### src/rtl/shift_ctrl.sv
// ---------------------------------------------------------------------------
// shift_ctrl
// Moves the contents of a source shift register X into a destination shift
// register Y, one bit per clock, LSB first.  A transfer is started from IDLE,
// runs exactly WIDTH shifts in SHIFT, then pulses done for one cycle in DONE.
// In mode 0 the bit leaving X is fed back into X's MSB, so X ends unchanged;
// in mode 1 zeros are shifted in, so X ends cleared.
//
// Optional feature macro: SHIFT_CTRL_ABORT_EN adds an abort input that
// cancels a transfer in SHIFT, leaving partial X/Y/count values.
//
// Ports:
//   clock    in   single clock, rising edge
//   reset_n  in   synchronous active-low reset
//   start    in   transfer request, honoured only in IDLE
//   abort    in   (SHIFT_CTRL_ABORT_EN only) cancel transfer in SHIFT
//   mode     in   0 = X recirculates, 1 = X zero-fills; sampled with start
//   load_val in   value loaded into X when a transfer is accepted
//   X        out  source shift register
//   Y        out  destination shift register
//   shift_en out  high in every cycle a shift occurs (state SHIFT)
//   busy     out  high whenever state is not IDLE
//   done     out  one-cycle completion pulse (state DONE)
//   count    out  shifts completed in the current transfer, 0..WIDTH
// ---------------------------------------------------------------------------
module shift_ctrl #(
    parameter int WIDTH = 4
) (
    input  logic             clock,
    input  logic             reset_n,
    input  logic             start,
`ifdef SHIFT_CTRL_ABORT_EN
    input  logic             abort,
`endif
    input  logic             mode,
    input  logic [WIDTH-1:0] load_val,
    output logic [WIDTH-1:0] X,
    output logic [WIDTH-1:0] Y,
    output logic             shift_en,
    output logic             busy,
    output logic             done,
    output logic [4:0]       count
);

    typedef enum logic [1:0] {
        IDLE  = 2'd0,
        SHIFT = 2'd1,
        DONE  = 2'd2
    } state_t;

    state_t     state_r;
    logic       mode_q_r;
    logic [4:0] count_inc_s;
    logic       last_shift_s;
    logic       abort_s;

    assign count_inc_s  = count + 5'd1;
    // The shift that brings count up to WIDTH is the final one.
    assign last_shift_s = (count_inc_s == 5'(WIDTH));

`ifdef SHIFT_CTRL_ABORT_EN
    assign abort_s = abort;
`else
    assign abort_s = 1'b0;
`endif

    // FSM, datapath registers and registered status outputs.
    // Status outputs are assigned together with the next state so that they
    // always decode the state register exactly.
    always_ff @(posedge clock) begin
        if (!reset_n) begin
            state_r  <= IDLE;
            mode_q_r <= 1'b0;
            X        <= '0;
            Y        <= '0;
            count    <= 5'd0;
            shift_en <= 1'b0;
            busy     <= 1'b0;
            done     <= 1'b0;
        end else begin
            case (state_r)
                IDLE: begin
                    done <= 1'b0;
                    if (start) begin
                        X        <= load_val;
                        mode_q_r <= mode;
                        count    <= 5'd0;
                        state_r  <= SHIFT;
                        shift_en <= 1'b1;
                        busy     <= 1'b1;
                    end else begin
                        shift_en <= 1'b0;
                        busy     <= 1'b0;
                    end
                end
                SHIFT: begin
                    if (abort_s) begin
                        // Partial X/Y/count are kept for inspection.
                        state_r  <= IDLE;
                        shift_en <= 1'b0;
                        busy     <= 1'b0;
                        done     <= 1'b0;
                    end else begin
                        Y     <= {X[0], Y[WIDTH-1:1]};
                        X     <= {(mode_q_r ? 1'b0 : X[0]), X[WIDTH-1:1]};
                        count <= count_inc_s;
                        busy  <= 1'b1;
                        if (last_shift_s) begin
                            state_r  <= DONE;
                            shift_en <= 1'b0;
                            done     <= 1'b1;
                        end else begin
                            state_r  <= SHIFT;
                            shift_en <= 1'b1;
                            done     <= 1'b0;
                        end
                    end
                end
                DONE: begin
                    state_r  <= IDLE;
                    shift_en <= 1'b0;
                    busy     <= 1'b0;
                    done     <= 1'b0;
                end
                default: begin
                    state_r  <= IDLE;
                    shift_en <= 1'b0;
                    busy     <= 1'b0;
                    done     <= 1'b0;
                end
            endcase
        end
    end

endmodule

### config.mk
export PLATFORM = sky130hd
export DESIGN_NAME = shift_ctrl
export DESIGN_NICKNAME = d
export VERILOG_FILES = /design/src/rtl/shift_ctrl.sv
export SDC_FILE = /design/constraint.sdc
export NUM_CORES = 1
export LEC_CHECK = 0
export CORE_ASPECT_RATIO = 1.4
export CORE_MARGIN = 2
export CORE_UTILIZATION = 35
export DETAILED_ROUTE_END_ITERATION = 8
export PLACE_DENSITY = 0.65
export RECOVER_POWER = 25
export SLEW_MARGIN = 20
export SYNTH_ARGS = -nofsm -noshare
export SYNTH_HDL_FRONTEND = slang
export SYNTH_SLANG_ARGS = --single-unit
### constraint.sdc
create_clock -name clock -period 1.4 [get_ports clock]
set_input_delay 0.14 -clock clock [delete_from_list [all_inputs] [get_ports clock]]
set_output_delay 0.14 -clock clock [all_outputs]
set_load 0.02 [all_outputs]
== Word level (Yosys, flattened, before mapping) ==
Index checks and enable logic that the tools add are counted.
Operators by class
  $add $sub $neg: 1
  $mul: 0
  div/mod/pow operators: 0
  $lt $le $gt $ge: 0
  eq/ne operators: 3
  shifts and indexed selects: 0
  multiplexer cells: 13
  bitwise operators: 0
  reductions and logical operators: 5
Operators by type and width (number)
  $pmux 5 s2: 1
  $pmux 4 s2: 1
  $reduce_and 2->1: 3
  $add 5x1->5 const B: 1
  $eq 5x3->1 const B: 1
  $mux 5: 1
  $mux 1: 4
  $mux 2: 2
  $mux 4: 1
  $pmux 1 s2: 2
  $pmux 2 s2: 1
  $eq 2x1->1 const B: 1
  $logic_not 2->1: 1
  $ne 2x2->1 const B: 1
  $reduce_bool 2->1: 1
Word-level totals
  register bits after elaboration: 19
  latch bits: 0
  bits in writable memories: 0
  bits in read-only memories: 0
  bits of input ports: 8
  output and inout bits: 16
  word-level logic and storage cells: 30
  memories kept: 0

== Depth between registers and ports, before layout ==
Gate-level depths: netlist (run 1).
  word-level depth: 4
  mapped depth: 5
  gate-level depth less buffers: 4

== Worst setup path after synthesis (run 1) ==
OpenSTA, ideal clock, no wires.
  path kind: reg-to-reg
  from: register count[0]
  to: register shift_en
  library setup time: 141 ps
  arrival time: 1228 ps
  data required time: 1259 ps
  slack: 31 ps
  stages on the path, launching flop included: 4
  buffers on the path: 0
  clock period less this slack: 1369 ps
  cells stage by stage: dfxtp_1 ha_1 nor4b_1 a211oi_1
Between the ends
  word-level cells in the longest chain between the ends: 4
RTL lines
  from (decl): line 42  | output logic [4:0] count
  from (signal assigned): line 106  | count <= count_inc_s;
  $add 5x1->5: line 57  | assign count_inc_s = count + 5'd1;
  $eq 5x3->1: line 59  | assign last_shift_s = (count_inc_s == 5'(WIDTH));
  $mux 1: line 108  | if (last_shift_s) begin
  $pmux 1 s2: line 81  | case (state_r)
  to (signal assigned): line 89  | shift_en <= 1'b1;
  to (signal assigned): line 110  | shift_en <= 1'b0;
  to (signal assigned): line 114  | shift_en <= 1'b1;
  to (decl): line 39  | output logic shift_en,
Every way passes these cells.
A chain may end at the register's enable or synchronous reset.

== Final worst setup path (run 1) ==
  from: register done
  to: output port done
RTL lines
  from (decl): line 41  | output logic done,
  from (signal assigned): line 79  | done <= 1'b0;
  from (signal assigned): line 83  | done <= 1'b0;
  from (signal assigned): line 102  | done <= 1'b0;
No word-level cell between the ends.

==> metrics.yaml, run 1 <==
crit_path_end_kind: "output pin"
synth_edf_count: 0
dr.pass1.iters: 4
timing.max_cap.violations: 0
fmax_mhz: 738
track_usage_pct: 14.5
numPortBuffers: 23
hold_path_class: "in -> reg"
overflow: 0
yosys-top-cells-area: "dfxtp_1 (50%), a21oi_1 (7.2%), nand2_1 (6.4%), buf_6 (2.9%), mux2i_1 (2.6%)"
dp_hpwl_um: 1230
routed-via-count: 695
cts_num_sinks: 19
crit_fanout: 1
timing.slew.headroom_pct: 72.7
drive_gt1_share_pct: 12.5
slowest_delay_ns: 0.59
synth_top_cells_by_count: "dfxtp_1 (19), nand2_1 (13), a21oi_1 (11)"
synth-main-ff-cell: "dfxtp_1"
p_seq_share_pct: 56.7
synth.distinct_cells: 28
yosysMostFrequentCell: "dfxtp_1"
finalInstanceArea_sq_um: 1060
drc: 0
crit_slowest_cell: "clkdlybuf4s50_1"
cp.arrival_ns: 1.21
min_period_over_period_pct: 96.8
initial_core_util_pct: 36.0
syn_avg_cell_area_sq_um: 9.23
ctsHoldBuffers: 0
yosysTopAreaCell: "dfxtp_1"
status: "finished, final reports clean"
syn_nets: 92
syn_to_final_growth_pct: 38.9
worstPathRequired_ns: 1.26
path_class: "reg -> out"
dieArea_sq_um: 2580
ctsRootBufferMaster: "clkbuf_4"
core_area_sq_um: 2130
clock_path_buffers: 2
grt_max_degree: 14
fin_ws_ns: 0.0454
path_cells: "clkdlybuf4s50_1"
ir_drop_uv: 703
rsz0062_at_grt: "no"
drtIter0Drc: 8
leakagePower_nw: 0.470
drv_slew: 0
rows: 20
htree_levels: 1
place.gp.congestion: 0.699
fin_setup_tns_ns: 0
avgRoutedWirePerCell_um: 12.7
cts_buffers: 3
antenna_found_initial: 0
grt_pass1_vias: 636
ant_nets: 0
worstMarginPinSlew_ns: 0.409
p_switching_mw: 0.276
cp.buffers_inverters: 1
pin_count: 24
clk_latency_ns: 0.30
finalClockSkew_ns: 0.00590
cp_top_family: "buffers and inverters"
yosys.area.top_type_share_pct: 49.7
synth_cells: 83
syn_area_sq_um: 766
cts_tree: "built"
setup_viol: 0
die_width_um: 43.5
p_int_mw: 0.751
synthArstFlopShare_pct: 0
n_antenna_cell: 0
ys_seq_area_share_pct: 49.7
hold_viol_final: 0
comb_power_share_pct: 15.9
critPathLaunchType: "flop"
swShare_pct: 26.9
place_area_sq_um: 1050
routed_wl_um: 1710
path_clk_slew_ns: 0.11
fill_cells: 196
die_h_um: 59.3
p_per_area_nw_per_um2: 966
ys_ff_latch: 19
grt_pass1_wl_um: 2750
final_nets: 122
vias_per_cell: 5.19
clkPwrFrac_pct: 27.3
synth_warnings: 0
pre_cts_ws_ns: 0.0907
layout_min_cycle_time_ns: 1.35
[cells by family after synthesis]
| family | count (synthesis) | synth area share, % |
|---|---|---|
| simple gates | 32 | 21.6 |
| compound gates | 24 | 19.9 |
| flops | 19 | 49.7 |
| buf+inv | 5 | 4.57 |
| mux | 2 | 2.61 |
| fa+ha+maj | 1 | 1.63 |
[power groups by stage]
stage                     Clock [mW]  Combinational, mW  Sequential [mW]
after floorplan                    0             0.0725            0.613
after global placement             0              0.174            0.597
after detailed placement           0              0.176            0.597
after CTS                      0.291              0.166            0.584
after global routing           0.308              0.179            0.587
final                          0.281              0.164            0.583
[per-stage QoR]
step                      hold WS, ns  utilization [%]  total power, mW  cells
final                           0.382             50.0             1.03    134
after global routing            0.393             50.0             1.07    134
after CTS                       0.383             49.9             1.04    134
after detailed placement        0.449             49.4            0.772    130
after global placement          0.447             49.4            0.770    130
after floorplan                 0.274                -            0.685     83
[layout make-up]
cell class                      count  area [sq um]  share of cell area, %
Multi-Input combinational cell     59           353                   33.2
Clock buffer                        3          22.5                   2.12
Clock inverter                      1          5.00                  0.471
Tap cell                           22          27.5                   2.59
Timing Repair Buffer               29           272                   25.5
Sequential cell                    19           380                   35.8
Inverter                            1          3.75                  0.353
[placed cells by master, fill, tap and decap left out, types with 2 or more instances in the layout]
cell type	instances
o21ai_0	4
dfxtp_1	19
clkdlybuf4s50_1	10
a31oi_1	2
nor2_1	4
mux2i_1	2
nand3_1	4
dlygate4sd2_1	13
or3_1	2
a21oi_1	11
clkbuf_4	3
a211oi_1	2
buf_4	5
nand2_1	13
and3_1	2
[repair_timing]
action / CTS / global route
resized for setup: 13 / 1
hold endpoints to repair: 0 / 0
setup endpoints to repair: 13 / 4
buffers inserted: 0 / 0
[sequential cells by signal (all words and copies together) (netlist names)]
register and cells:
state_r 2, done 1, X 4, count 5, busy 1, Y 4, mode_q_r 1, shift_en 1
[routing by layer]
metal	GRT usage, %	share of wire, %
met5	0	0
met4	10.4	2.8
met3	1.83	3.0
met1	17.6	41
met2	23.2	53
[path summary, 6_finish.rpt]
path | start | to | slack (ns) | depth (start not counted)
worst max-delay path | done$_SDFF_PN0_ | done | 0.05 | 1
worst min-delay path | load_val[2] | X[2]$_SDFFE_PN0P_ | 0.38 | 3
worst max register to register | count[0]$_SDFFE_PN0P_ | count[4]$_SDFFE_PN0P_ | 0.15 | 4
worst min register to register | Y[0]$_SDFFE_PN0P_ | Y[0]$_SDFFE_PN0P_ | 0.46 | 2
(Power assumes the default switching activity.)
==> run 2, diff against run 1 <==
--- a/config.mk
+++ b/config.mk
@@ -15,3 +15,4 @@
 export SYNTH_ARGS = -nofsm -noshare
 export SYNTH_HDL_FRONTEND = slang
 export SYNTH_SLANG_ARGS = --single-unit
+export TNS_END_PERCENT = 50
==> results of run 2 <==
Final layout, timing and power as in run 1 (identical DEF).
